File: config.mk
export PLATFORM = sky130hd
export DESIGN_NAME = axi_lite_sram_arbiter
export DESIGN_NICKNAME = d
export VERILOG_FILES = /design/src/rtl/axi_lite_sram_arbiter_pkg.sv /design/src/rtl/axi_lite_sram_arbiter_rr_arbiter2.sv /design/src/rtl/axi_lite_sram_arbiter.sv
export SDC_FILE = /design/constraint.sdc
export NUM_CORES = 1
export LEC_CHECK = 0
export CAP_MARGIN = 20
export CORE_AREA = 4 4 271 273
export CTS_CLUSTER_SIZE = 28
export DETAILED_ROUTE_END_ITERATION = 7
export DIE_AREA = 0 0 275 277
export PLACE_DENSITY = 0.3
export SLEW_MARGIN = 10
export SYNTH_ARGS = -nofsm -noshare
export SYNTH_HDL_FRONTEND = slang
export SYNTH_SLANG_ARGS = --single-unit
File: constraint.sdc
create_clock -name clk -period 2.4 [get_ports clk]
set_clock_uncertainty 0.15 [all_clocks]
set_input_delay 0.48 -clock clk [delete_from_list [all_inputs] [get_ports clk]]
set_output_delay 0.48 -clock clk [all_outputs]
set_load 0.02 [all_outputs]
File: src/rtl/axi_lite_sram_arbiter_pkg.sv
`default_nettype none
// ============================================================================
// Module      : axi_lite_sram_arbiter_pkg
// Description : Shared constants for the IFU/LSU AXI-lite SRAM arbiter:
//               FSM state encoding and master identifiers.
// Revision    : 1.0 - initial release
// ============================================================================
package axi_lite_sram_arbiter_pkg;

  typedef logic [2:0] state_t;

  // One state per phase of the granted transaction; IDLE is the only
  // state in which arbitration happens.
  localparam state_t ST_IDLE   = 3'd0;
  localparam state_t ST_IFU_AR = 3'd1;
  localparam state_t ST_IFU_R  = 3'd2;
  localparam state_t ST_LSU_AR = 3'd3;
  localparam state_t ST_LSU_R  = 3'd4;
  localparam state_t ST_LSU_W  = 3'd5;
  localparam state_t ST_LSU_B  = 3'd6;

  // Master identifiers used by the round-robin pointer.
  localparam logic MST_IFU = 1'b0;
  localparam logic MST_LSU = 1'b1;

endpackage : axi_lite_sram_arbiter_pkg
`default_nettype wire

File: src/rtl/axi_lite_sram_arbiter_rr_arbiter2.sv
`default_nettype none
// ============================================================================
// Module      : rr_arbiter2
// Description : Two-input round-robin picker. On a tie the master that did
//               not win last time is chosen. The pointer only advances when
//               the caller accepts the grant (en).
// Revision    : 1.0 - initial release
// ============================================================================
module rr_arbiter2
  import axi_lite_sram_arbiter_pkg::*;
(
  input  logic clk,
  input  logic rstn,
  input  logic req_ifu,
  input  logic req_lsu,
  input  logic en,
  output logic gnt_valid,
  output logic gnt_id
);

  logic last_grant_q;
  logic last_grant_d;

  // Pick a winner; on a tie favour the master that lost the previous round.
  always_comb begin
    gnt_valid    = req_ifu | req_lsu;
    gnt_id       = MST_IFU;
    if (req_ifu && req_lsu) begin
      gnt_id = ~last_grant_q;
    end else if (req_lsu) begin
      gnt_id = MST_LSU;
    end
    last_grant_d = (en && gnt_valid) ? gnt_id : last_grant_q;
  end

  // Pointer register; resets to IFU so the LSU wins the first tie.
  always_ff @(posedge clk or negedge rstn) begin
    if (!rstn) begin
      last_grant_q <= MST_IFU;
    end else begin
      last_grant_q <= last_grant_d;
    end
  end

endmodule : rr_arbiter2
`default_nettype wire

File: src/rtl/axi_lite_sram_arbiter.sv
`default_nettype none
// ============================================================================
// Module      : axi_lite_sram_arbiter
// Description : Shares one AXI-lite SRAM slave between the IFU (read only)
//               and the LSU (read/write). One transaction is locked from
//               address handshake to response handshake; IDLE re-arbitrates
//               round-robin between the two masters.
// Revision    : 1.0 - initial release
// ============================================================================
module axi_lite_sram_arbiter
  import axi_lite_sram_arbiter_pkg::*;
#(
  parameter int ADDR_W = 64,
  parameter int DATA_W = 64
) (
  input  logic              clk,
  input  logic              rstn,
  // IFU read channel
  input  logic [ADDR_W-1:0] ifu_araddr,
  input  logic              ifu_arvalid,
  output logic              ifu_arready,
  output logic [DATA_W-1:0] ifu_rdata,
  output logic              ifu_rvalid,
  input  logic              ifu_rready,
  // LSU read channel
  input  logic [ADDR_W-1:0] lsu_araddr,
  input  logic              lsu_arvalid,
  output logic              lsu_arready,
  output logic [DATA_W-1:0] lsu_rdata,
  output logic              lsu_rvalid,
  input  logic              lsu_rready,
  // LSU write channel
  input  logic [ADDR_W-1:0] lsu_waddr,
  input  logic [DATA_W-1:0] lsu_wdata,
  input  logic [7:0]        lsu_w_shifter,
  input  logic [7:0]        lsu_w_DWHB,
  input  logic              lsu_wvalid,
  output logic              lsu_wready,
  output logic              lsu_bvalid,
  input  logic              lsu_bready,
  // Slave side
  output logic [ADDR_W-1:0] s_araddr,
  output logic              s_arvalid,
  input  logic              s_arready,
  input  logic [DATA_W-1:0] s_rdata,
  input  logic              s_rvalid,
  output logic              s_rready,
  output logic [ADDR_W-1:0] s_waddr,
  output logic [DATA_W-1:0] s_wdata,
  output logic [7:0]        s_w_shifter,
  output logic [7:0]        s_w_DWHB,
  output logic              s_wvalid,
  input  logic              s_wready,
  input  logic              s_bvalid,
  output logic              s_bready
);

  state_t state_q;
  state_t state_d;
  logic   gnt_valid;
  logic   gnt_id;
  logic   arb_en;

  assign arb_en = (state_q == ST_IDLE);

  rr_arbiter2 u_rr_arbiter2 (
    .clk       (clk),
    .rstn      (rstn),
    .req_ifu   (ifu_arvalid),
    .req_lsu   (lsu_arvalid | lsu_wvalid),
    .en        (arb_en),
    .gnt_valid (gnt_valid),
    .gnt_id    (gnt_id)
  );

  // State register.
  always_ff @(posedge clk or negedge rstn) begin
    if (!rstn) begin
      state_q <= ST_IDLE;
    end else begin
      state_q <= state_d;
    end
  end

  // Next state: grant in IDLE, then advance on each slave handshake.
  always_comb begin
    state_d = state_q;
    case (state_q)
      ST_IDLE: begin
        if (gnt_valid) begin
          if (gnt_id == MST_IFU) begin
            state_d = ST_IFU_AR;
          end else if (lsu_wvalid) begin
            state_d = ST_LSU_W;
          end else begin
            state_d = ST_LSU_AR;
          end
        end
      end
      ST_IFU_AR: if (ifu_arvalid && s_arready) state_d = ST_IFU_R;
      ST_IFU_R:  if (s_rvalid && ifu_rready)   state_d = ST_IDLE;
      ST_LSU_AR: if (lsu_arvalid && s_arready) state_d = ST_LSU_R;
      ST_LSU_R:  if (s_rvalid && lsu_rready)   state_d = ST_IDLE;
      ST_LSU_W:  if (lsu_wvalid && s_wready)   state_d = ST_LSU_B;
      ST_LSU_B:  if (s_bvalid && lsu_bready)   state_d = ST_IDLE;
      default:   state_d = ST_IDLE;
    endcase
  end

  // Output muxing decoded purely from state; everything not forwarded is 0.
  always_comb begin
    ifu_arready = 1'b0;
    ifu_rdata   = '0;
    ifu_rvalid  = 1'b0;
    lsu_arready = 1'b0;
    lsu_rdata   = '0;
    lsu_rvalid  = 1'b0;
    lsu_wready  = 1'b0;
    lsu_bvalid  = 1'b0;
    s_araddr    = '0;
    s_arvalid   = 1'b0;
    s_rready    = 1'b0;
    s_waddr     = '0;
    s_wdata     = '0;
    s_w_shifter = '0;
    s_w_DWHB    = '0;
    s_wvalid    = 1'b0;
    s_bready    = 1'b0;
    case (state_q)
      ST_IFU_AR: begin
        s_araddr    = ifu_araddr;
        s_arvalid   = ifu_arvalid;
        ifu_arready = s_arready;
      end
      ST_IFU_R: begin
        ifu_rvalid = s_rvalid;
        ifu_rdata  = s_rdata;
        s_rready   = ifu_rready;
      end
      ST_LSU_AR: begin
        s_araddr    = lsu_araddr;
        s_arvalid   = lsu_arvalid;
        lsu_arready = s_arready;
      end
      ST_LSU_R: begin
        lsu_rvalid = s_rvalid;
        lsu_rdata  = s_rdata;
        s_rready   = lsu_rready;
      end
      ST_LSU_W: begin
        s_waddr     = lsu_waddr;
        s_wdata     = lsu_wdata;
        s_w_shifter = lsu_w_shifter;
        s_w_DWHB    = lsu_w_DWHB;
        s_wvalid    = lsu_wvalid;
        lsu_wready  = s_wready;
      end
      ST_LSU_B: begin
        lsu_bvalid = s_bvalid;
        s_bready   = lsu_bready;
      end
      default: ;
    endcase
  end

endmodule : axi_lite_sram_arbiter
`default_nettype wire

Yosys cells after proc, flatten, opt, wreduce, memory -nomap -nowiden. Index checks and enable logic that the tools add are counted.

Flip-flop bits (word level): 4. Latch bits: 0. Memory bits (writable): 0. ROM bits: 0. Bits of input ports: 348. Output and inout bits: 346. Logic and storage cells: 57. Memories kept: 0.

$add $sub $neg: 0. $mul: 0. Divide/modulo/power cells: 0. Order comparisons: 0. Equal/unequal tests: 13. Shifts and indexed selects: 0. Muxes and demuxes: 29. Bitwise gates (word level): 3. Reduce and logical (&&, ||, !) cells: 10.

Operator list (number): $mux W64 (4); $pmux W64 S2 (1); $mux W3 (9); $pmux W3 S7 (1); $mux W8 (2); $ne A2 B2 Y1 const B (7); $mux W1 (10); $eq A3 B3 Y1 const B (3); $logic_and A1 B1 Y1 (8); $reduce_and A7 Y1 (1); $eq A3 B2 Y1 const B (2); $pmux W1 S2 (2); $eq A3 B1 Y1 const B (1); $logic_not A3 Y1 (1); $or A1 B1 Y1 (2); $not A1 Y1 (1).

Longest topological paths before layout. Gate-level depths: netlist (run 1).

Word-level depth: 6. Mapped depth: 7. Depth with buffers taken out: 5.

Cells and area by module. From an unflattened synthesis (run 1), not the netlist that was laid out.

Cell total of the unflattened synthesis: 438. Area, all modules: 2882.8 um^2.

Modules (own cells, without submodules): axi_lite_sram_arbiter (times used 1, cells an instance 433, area each 2832.7 um^2, seq. area each 75.1 um^2); rr_arbiter2 (times used 1, cells an instance 5, area each 50.0 um^2, seq. area each 25.0 um^2).

Worst setup path after synthesis (run 1). Ideal clock, no wire load.

Path type: flip-flop to output port. Start point: register state_q[1]. End point: output lsu_rdata[23]. Data arrival time: 1.458 ns. Data required time: 1.770 ns. Slack: 0.312 ns. Stages on the path, launching flop included: 6. Buffers on the path: 3. Cell sequence: dfrtp_1 buf_4 nor3b_1 clkbuf_1 buf_2 and2_1.

Cells in the longest elaborated chain, start to end: 2.

RTL lines: start, declared (RTL line axi_lite_sram_arbiter.sv:58) `state_t state_q;`; start signal, assigned (RTL line axi_lite_sram_arbiter.sv:81) `state_q <= state_d;`; $eq A3 B3 Y1 (RTL line axi_lite_sram_arbiter.sv:129) `case (state_q)`; $mux W64 (RTL line axi_lite_sram_arbiter.sv:129); end, declared (RTL line axi_lite_sram_arbiter.sv:29) `output logic [DATA_W-1:0] lsu_rdata,`.

No other way between the ends.

Final worst setup path (run 1).
Start point: register state_q[0]. End point: output lsu_rdata[26].

Same word-level chain as after synthesis.

==> out/qor.csv, run 1 <==
stage,metric,value,unit
outcome,outcome,"finished, final reports clean",
clock_tree,cts_max_path_buffers,2,
clock_tree,cts_tree,done,
clock_tree,cts_num_sinks,4,
die,coreArea,0.07112,sq mm
cells_and_area,drive_gt1_share,41.00,%
sta,fin_crit,2.363,ns
global_routing,grt_pass1_vias,6596,
clock_tree,clock_latency,0.23,ns
die,die_w,275,um
logic_synthesis,syn-num-nets,783,
drt,vias_per_cell,2.934,
logic_synthesis,yosys_register_bits,4,
job,cap_violations,0,
logic_synthesis,yosys-top-cells-count,"277 x and2_1, 66 x a22o_1, 24 x clkbuf_1",
placement,gp_congestion,0.8115,
placement,pre_cts_ws,-0.2070,ns
pwr,p_clk_share,3.2,%
clock_tree,clk_pin_slew_worst_paths,0.03,ns
pwr,power_switching,4149,uW
logic_synthesis,synth_top_area_share,59.96,%
logic_synthesis,syn_area_per_cell,6.644,sq um
pwr,switching_share,50.87,%
drt,initialDrtViolationCount,97,
cells_and_area,nets,1506,
sta,tightest_slew,0.3424,ns
sta,finalSetupViolCount,0,
logic_synthesis,synth.most_common_cell,and2_1,
critical_path,r2r_slack,0.14,ns
pwr,p_comb_share,95.2,%
critical_path,crit_type,reg -> out,
critical_path,worstSetupEndpointType,output pin,
die,die_area,0.07618,sq mm
global_routing,grt_max_degree,30,
logic_synthesis,synth_edf_count,0,
logic_synthesis,syn_area,0.002890,sq mm
logic_synthesis,syn_inst,435,
drt,vias,6193,
die,initial_utilization,4.064,%
pwr,internal-power,4007,uW
global_routing,grt_usage,10.58,%
logic_synthesis,synth_top_area_cell,and2_1,
sta,hold_viol,0,
pwr,p_total,8156,uW
placement,io_buffers,693,
sta,tns,0,ns
global_routing,antenna_found_initial,24,
sta,slew_headroom,77.17,%
drt,drc,0,
logic_synthesis,synth_ff_type,dfrtp_1,
drt,wl_per_cell,21.39,um
drt,wl,45160,um
die,ioPinCount,694,
die,die_h,277,um
die,row_count,98,
sta,grt_setup_unrepaired,yes,
logic_synthesis,async_flop_share,100.0,%
pwr,leakage,0.005169,uW
clock_tree,cts_buffers,3,
critical_path,crit_arrival,1.73,ns
pwr,sequentialPowerShare,1.6,%
drt,ant_nets,0,
pwr,peakVddDrop,0.3424,mV
logic_synthesis,yosys_warnings,0,
cells_and_area,final_area,0.01123,sq mm
critical_path,crit_fanout,14,
critical_path,crit_path_start_kind,flop,
sta,maxSlewViolCount,0,
pwr,power_density,726.5,mW/mm^2
global_routing,grt_pass1_wl,55770,um
global_routing,grt.overflow.total,0,
sta,setup_slack,0.03702,ns
critical_path,crit_required,1.77,ns
placement,hpwl,37840,um
sta,holdWs,0.3287,ns
worst_hold_path,worstHoldPathType,in -> async,
logic_synthesis,synth-seq-area-share,3.463,%
logic_synthesis,synth_area_leaders,"and2_1 60%, a22o_1 20%, buf_2 3.5%",
clock_tree,cts_root_buf,clkbuf_16,
sta,period_share,98.46,%
placement,placedInstanceArea,0.01155,sq mm
drt,first_pass_iters,4,
logic_synthesis,ys_types,28,
cells_and_area,syn2layout_area_growth,288.4,%
clock_tree,htreeDepth,1,
sta,max_freq,423.2,MHz
==> layout make-up <==
cell class              count  area (sq um)
diodes                      5         12.51
repair buffers            765          7086
multi-input cells         380          2748
flip-flops and latches      4         101.3
well taps                 950          1189
inverters                   4         15.01
fillers                  8139         59890
clock buffers               3         75.07
==> cells by family (layout without fill, tap and decap cells) <==
group	Yosys count	after routing	synth area share, %
muxes	2	2	0.9089
AOI/OAI and AO/OA	78	78	23.42
buffers and inverters	51	772	8.139
other	0	5	0
and+or+nand+nor	300	300	64.07
DFF	4	4	3.463
==> repair_timing <==
action,in CTS,in global routing
setup buffers,10,3
hold buffers,0,0
pin swaps,7,15
setup endpoints to repair,329,272
resized for setup,996,216
cloned,7,8
==> per-stage QoR <==
stage / util, % / instances
4_1_cts: 16.50 / 2096
5_1_grt: 15.77 / 2108
6_report: 15.78 / 2111
3_3_place_gp: 16.24 / 2076
2_1_floorplan: - / 435
3_5_place_dp: 16.24 / 2076
==> critical path, cell delays in order (launching register included) <==
cell,delay [ns]
dfrtp_2,0.41
buf_4,0.16
nor3b_4,0.19
buf_6,0.18
buf_12,0.12
clkbuf_16,0.16
and2_1,0.12
buf_2,0.16
==> metal layers <==
metal | GRT usage [%] | vias up | share of wire, %
li1 | - | 2881 | -
met1 | 9.937 | 2773 | 33
met2 | 21.16 | 445 | 54
met3 | 4.367 | 62 | 11
met4 | 2.114 | 32 | 1.8
met5 | 0 | - | 0.47
==> registers in the layout, indices dropped and copies added (netlist names) <==
| name | flops |
|---|---|
| state_q | 3 |
| u_rr_arbiter2.last_grant_q | 1 |
==> power groups by stage <==
| stage | sequential [uW] | combinational (uW) | clock, uW |
|---|---|---|---|
| final | 129 | 7770 | 262 |
| after global routing | 133 | 8240 | 270 |
| after CTS | 136 | 7780 | 267 |
| after detailed placement | 129 | 7620 | 0 |
| after global placement | 130 | 7720 | 0 |
| after floorplan | 116 | 3280 | 0 |
==> final timing paths <==
kind,cells past startpoint,to,from
min reg2reg,1,u_rr_arbiter2.last_grant_q$_DFFE_PN0P_,u_rr_arbiter2.last_grant_q$_DFFE_PN0P_
min,1,u_rr_arbiter2.last_grant_q$_DFFE_PN0P_,rstn
max in group asynchronous,1,state_q[0]$_DFFE_PN0P_,rstn
max reg2reg,9,state_q[2]$_DFFE_PN0P_,state_q[1]$_DFFE_PN0P_
max,7,lsu_rdata[26],state_q[0]$_DFFE_PN0P_
min in group clk,1,u_rr_arbiter2.last_grant_q$_DFFE_PN0P_,u_rr_arbiter2.last_grant_q$_DFFE_PN0P_
==> layout by cell type (no fill, tap or decap), types with 2 or more instances in the layout <==
| master | instances |
|---|---|
| buf_16 | 7 |
| clkbuf_2 | 19 |
| nand3b_1 | 2 |
| and2_1 | 242 |
| nor3_1 | 2 |
| a22o_4 | 6 |
| buf_4 | 58 |
| buf_8 | 3 |
| diode_2 | 5 |
| nor2_1 | 5 |
| nor2_4 | 3 |
| a21oi_1 | 6 |
| nand2_1 | 3 |
| dfrtp_1 | 3 |
| dlygate4sd2_1 | 2 |
| clkbuf_16 | 11 |
| clkdlybuf4s50_1 | 346 |
| and3_1 | 2 |
| a22o_1 | 59 |
| clkdlybuf4s15_2 | 11 |
| and2_4 | 35 |
| inv_1 | 3 |
| buf_2 | 228 |
| buf_12 | 50 |
| buf_6 | 32 |
Note: power is estimated with default switching activity, not from simulation.
==> inputs of run 2 (changes only) <==
--- a/config.mk
+++ b/config.mk
@@ -5,11 +5,11 @@
 export SDC_FILE = /design/constraint.sdc
 export NUM_CORES = 1
 export LEC_CHECK = 0
-export CAP_MARGIN = 20
-export CORE_AREA = 4 4 271 273
+export CAP_MARGIN = 10
+export CORE_AREA = 3 3 270 272
 export CTS_CLUSTER_SIZE = 28
 export DETAILED_ROUTE_END_ITERATION = 7
-export DIE_AREA = 0 0 275 277
+export DIE_AREA = 0 0 273 275
 export PLACE_DENSITY = 0.3
 export SLEW_MARGIN = 10
 export SYNTH_ARGS = -nofsm -noshare
==> run 2 against run 1 <==
Against the previous run:
- sequential share of layout area hardly changed
- first-iteration DRC count is 80% higher
- utilization is 0.34 points higher
- combinational power is 1% lower
- clock power hardly changed
- count of clock-buffer cells in the layout stayed put
- highest routed layer is now met4
==> out/qor.csv, run 2 (same netlist as run 1, synthesis figures left out) <==
stage,metric,value,unit,change
outcome,outcome,"finished, final reports clean",,unchanged
critical_path,worstPathCellList,buf_6 > nand2_4 > nor2_4 > buf_12 > buf_16 > clkbuf_16 > and2_1 > buf_6,,was buf_4 > nor3b_4 > buf_6 > buf_12 > clkbuf_16 > and2_1 > buf_2
die,ioPinCount,694,,unchanged
cells_and_area,syn2layout_area_growth,296.0,%,was 288.4%
clock_tree,holdBufCountCts,0,,unchanged
pwr,leakage,0.005156,uW,was 0.005169 uW
placement,io_buffers,693,,unchanged
critical_path,worstSetupEndpointType,output pin,,unchanged
cells_and_area,reg_top3,"state_q: 3 flops, u_rr_arbiter2.last_grant_q: 1 flops",,unchanged
critical_path,crit_required,1.77,ns,about the same
global_routing,grt_usage,8.537,%,was 10.58%
global_routing,grt_max_degree,32,,was 30
critical_path,crit_path_start_kind,flop,,unchanged
cells_and_area,fin_cells,2113,,was 2111
critical_path,r2r-end,state_q[2]$_DFFE_PN0P_,,unchanged
pwr,power_density,706.9,mW/mm^2,was 726.5 mW/mm^2
job,cap_violations,0,,unchanged
cells_and_area,top_register,state_q,,unchanged
worst_hold_path,worstHoldPathType,in -> async,,unchanged
sta,setup_slack,0.01964,ns,was 0.03702 ns
clock_tree,cts_num_sinks,4,,unchanged
global_routing,grt_pass1_vias,6285,,was 6596
drt,ant_nets,0,,unchanged
drt,first_pass_iters,4,,unchanged
sta,max_freq,420.1,MHz,was 423.2 MHz
placement,dp.cells,2073,,was 2076
clock_tree,cts_tree,done,,unchanged
cells_and_area,largest_reg_flops,3,,unchanged
drt,vias,6149,,was 6193
critical_path,crit_fanout,9,,was 14
die,die_w,273,um,was 275 um
placement,gp_congestion,0.8696,,was 0.8115
sta,period_share,99.18,%,was 98.46%
drt,initialDrtViolationCount,175,,was 97
cells_and_area,nFillCells,8038,,was 8139
pwr,peakVddDrop,0.3660,mV,was 0.3424 mV
critical_path,r2r_slack,0.19,ns,was 0.14 ns
critical_path,crit_arrival,1.75,ns,was 1.73 ns
sta,hold_viol,0,,unchanged
global_routing,antenna_found_initial,7,,was 24
sta,slew_headroom,82.29,%,was 77.17%
sta,tightest_slew,0.2656,ns,was 0.3424 ns
clock_tree,cts_max_path_buffers,2,,unchanged
sta,grt_setup_unrepaired,yes,,unchanged
drt,wl_per_cell,17.61,um,was 21.39 um
critical_path,cpPeakStageDelay,0.37,ns,was 0.41 ns
sta,finalSetupViolCount,0,,unchanged
clock_tree,clock_latency,0.23,ns,about the same
cells_and_area,nets,1510,,was 1506
clock_tree,cts_buffers,3,,unchanged
drt,drc,0,,unchanged
critical_path,cpMostUsedCell,buf_6,,
global_routing,grt.overflow.total,0,,unchanged
die,die_area,0.07508,sq mm,was 0.07618 sq mm
drt,vias_per_cell,2.910,,was 2.934
clock_tree,cts_root_buf,clkbuf_16,,unchanged
clock_tree,htreeDepth,1,,unchanged
placement,hpwl,29220,um,was 37840 um
sta,tns,0,ns,unchanged
sta,maxSlewViolCount,0,,unchanged
cells_and_area,drive_gt1_share,42.33,%,was 41.00%
global_routing,grt_pass1_wl,46060,um,was 55770 um
die,initial_utilization,4.071,%,was 4.064%
clock_tree,clk_pin_slew_worst_paths,0.03,ns,about the same
critical_path,worstRegToRegCells,8,,was 9
critical_path,crit_type,reg -> out,,unchanged
cells_and_area,final_common_cell,clkdlybuf4s50_1,,unchanged
placement,pre_cts_ws,-0.4202,ns,was -0.2070 ns
die,die_h,275,um,was 277 um
sta,fin_crit,2.380,ns,was 2.363 ns
die,row_count,98,,unchanged
die,coreArea,0.07100,sq mm,was 0.07112 sq mm
critical_path,slowest_stage,dfrtp_1,,was dfrtp_2
critical_path,r2r-start,state_q[0]$_DFFE_PN0P_,,was state_q[1]$_DFFE_PN0P_
cells_and_area,final_cell_mix,"346 x clkdlybuf4s50_1, 216 x and2_1, 148 x buf_2",,"was 346 x clkdlybuf4s50_1, 242 x and2_1, 228 x buf_2"
pwr,p_total,8090,uW,was 8156 uW
drt,wl,37200,um,was 45160 um
-- run 2: stage by stage --
step	utilization (%)	instance area, sq um	hold slack, ns
after floorplan	-	2890	0.03441
after global placement	15.94	11320	0.3929
after detailed placement	15.94	11320	0.3879
after CTS	15.89	11280	0.3264
after global routing	16.12	11440	0.3423
final	16.12	11440	0.3211
-- run 2: how the worst max path moves through the flow --
stage,from,to,slack (ns)
2_1_floorplan,state_q[1]$_DFFE_PN0P_,lsu_rdata[23],0.31
3_3_place_gp,lsu_wvalid,s_wvalid,-0.39
3_5_place_dp,lsu_wvalid,s_wvalid,-0.42
4_1_cts,state_q[1]$_DFFE_PN0P_,lsu_rdata[29],-0.03
5_1_grt,state_q[2]$_DFFE_PN0P_,s_wdata[11],-0.05
6_report,state_q[2]$_DFFE_PN0P_,s_wdata[11],0.02
-- run 2: final cells by class --
class / instances / area [sq um] / area share, %
Sequential cell: 4 / 101.3 / 0.8855
Multi-Input combinational cell: 380 / 2794 / 24.41
Clock buffer: 3 / 75.07 / 0.6560
Timing Repair Buffer: 769 / 7263 / 63.46
Antenna cell: 3 / 7.507 / 0.06560
Inverter: 4 / 15.01 / 0.1312
Tap cell: 950 / 1189 / 10.39
-- run 2: worst max-delay path, delay by kind of cell (launching register included) --
family / cells / cell delay (ns)
buffers and inverters: 5 / 0.76
DFF: 1 / 0.37
and+or+nand+nor: 3 / 0.35
-- run 2: timing repair --
action,4_1_cts,5_1_grt
pin swaps,3,13
setup buffers,12,3
cloned,7,13
setup endpoints to repair,338,271
hold endpoints to repair,0,0
gates resized for setup,1109,431
-- run 2: power breakdown --
group	switching [uW]	total, uW	leakage, uW	internal [uW]
Combinational	3920	7670	0.00507	3750
Clock	49.9	263	0.0000370	213
Sequential	53.4	156	0.0000471	103
Total	4030	8090	0.00516	4060
-- run 2: layer usage --
layer / track usage [%] / up-vias / part of all wire (%)
met3: 2.887 / 22 / 9.1
met1: 8.139 / 2802 / 34
li1: - / 2892 / -
met5: 0 / - / 0
met2: 17.68 / 433 / 56
met4: 1.292 / 0 / 1.2
==> inputs of run 3 (changes only) <==
--- a/config.mk
+++ b/config.mk
@@ -5,7 +5,6 @@
 export SDC_FILE = /design/constraint.sdc
 export NUM_CORES = 1
 export LEC_CHECK = 0
-export CAP_MARGIN = 10
 export CORE_AREA = 3 3 270 272
 export CTS_CLUSTER_SIZE = 28
 export DETAILED_ROUTE_END_ITERATION = 7
==> results of run 3 <==
The final DEF is identical to that of run 2; final timing and power are the same.
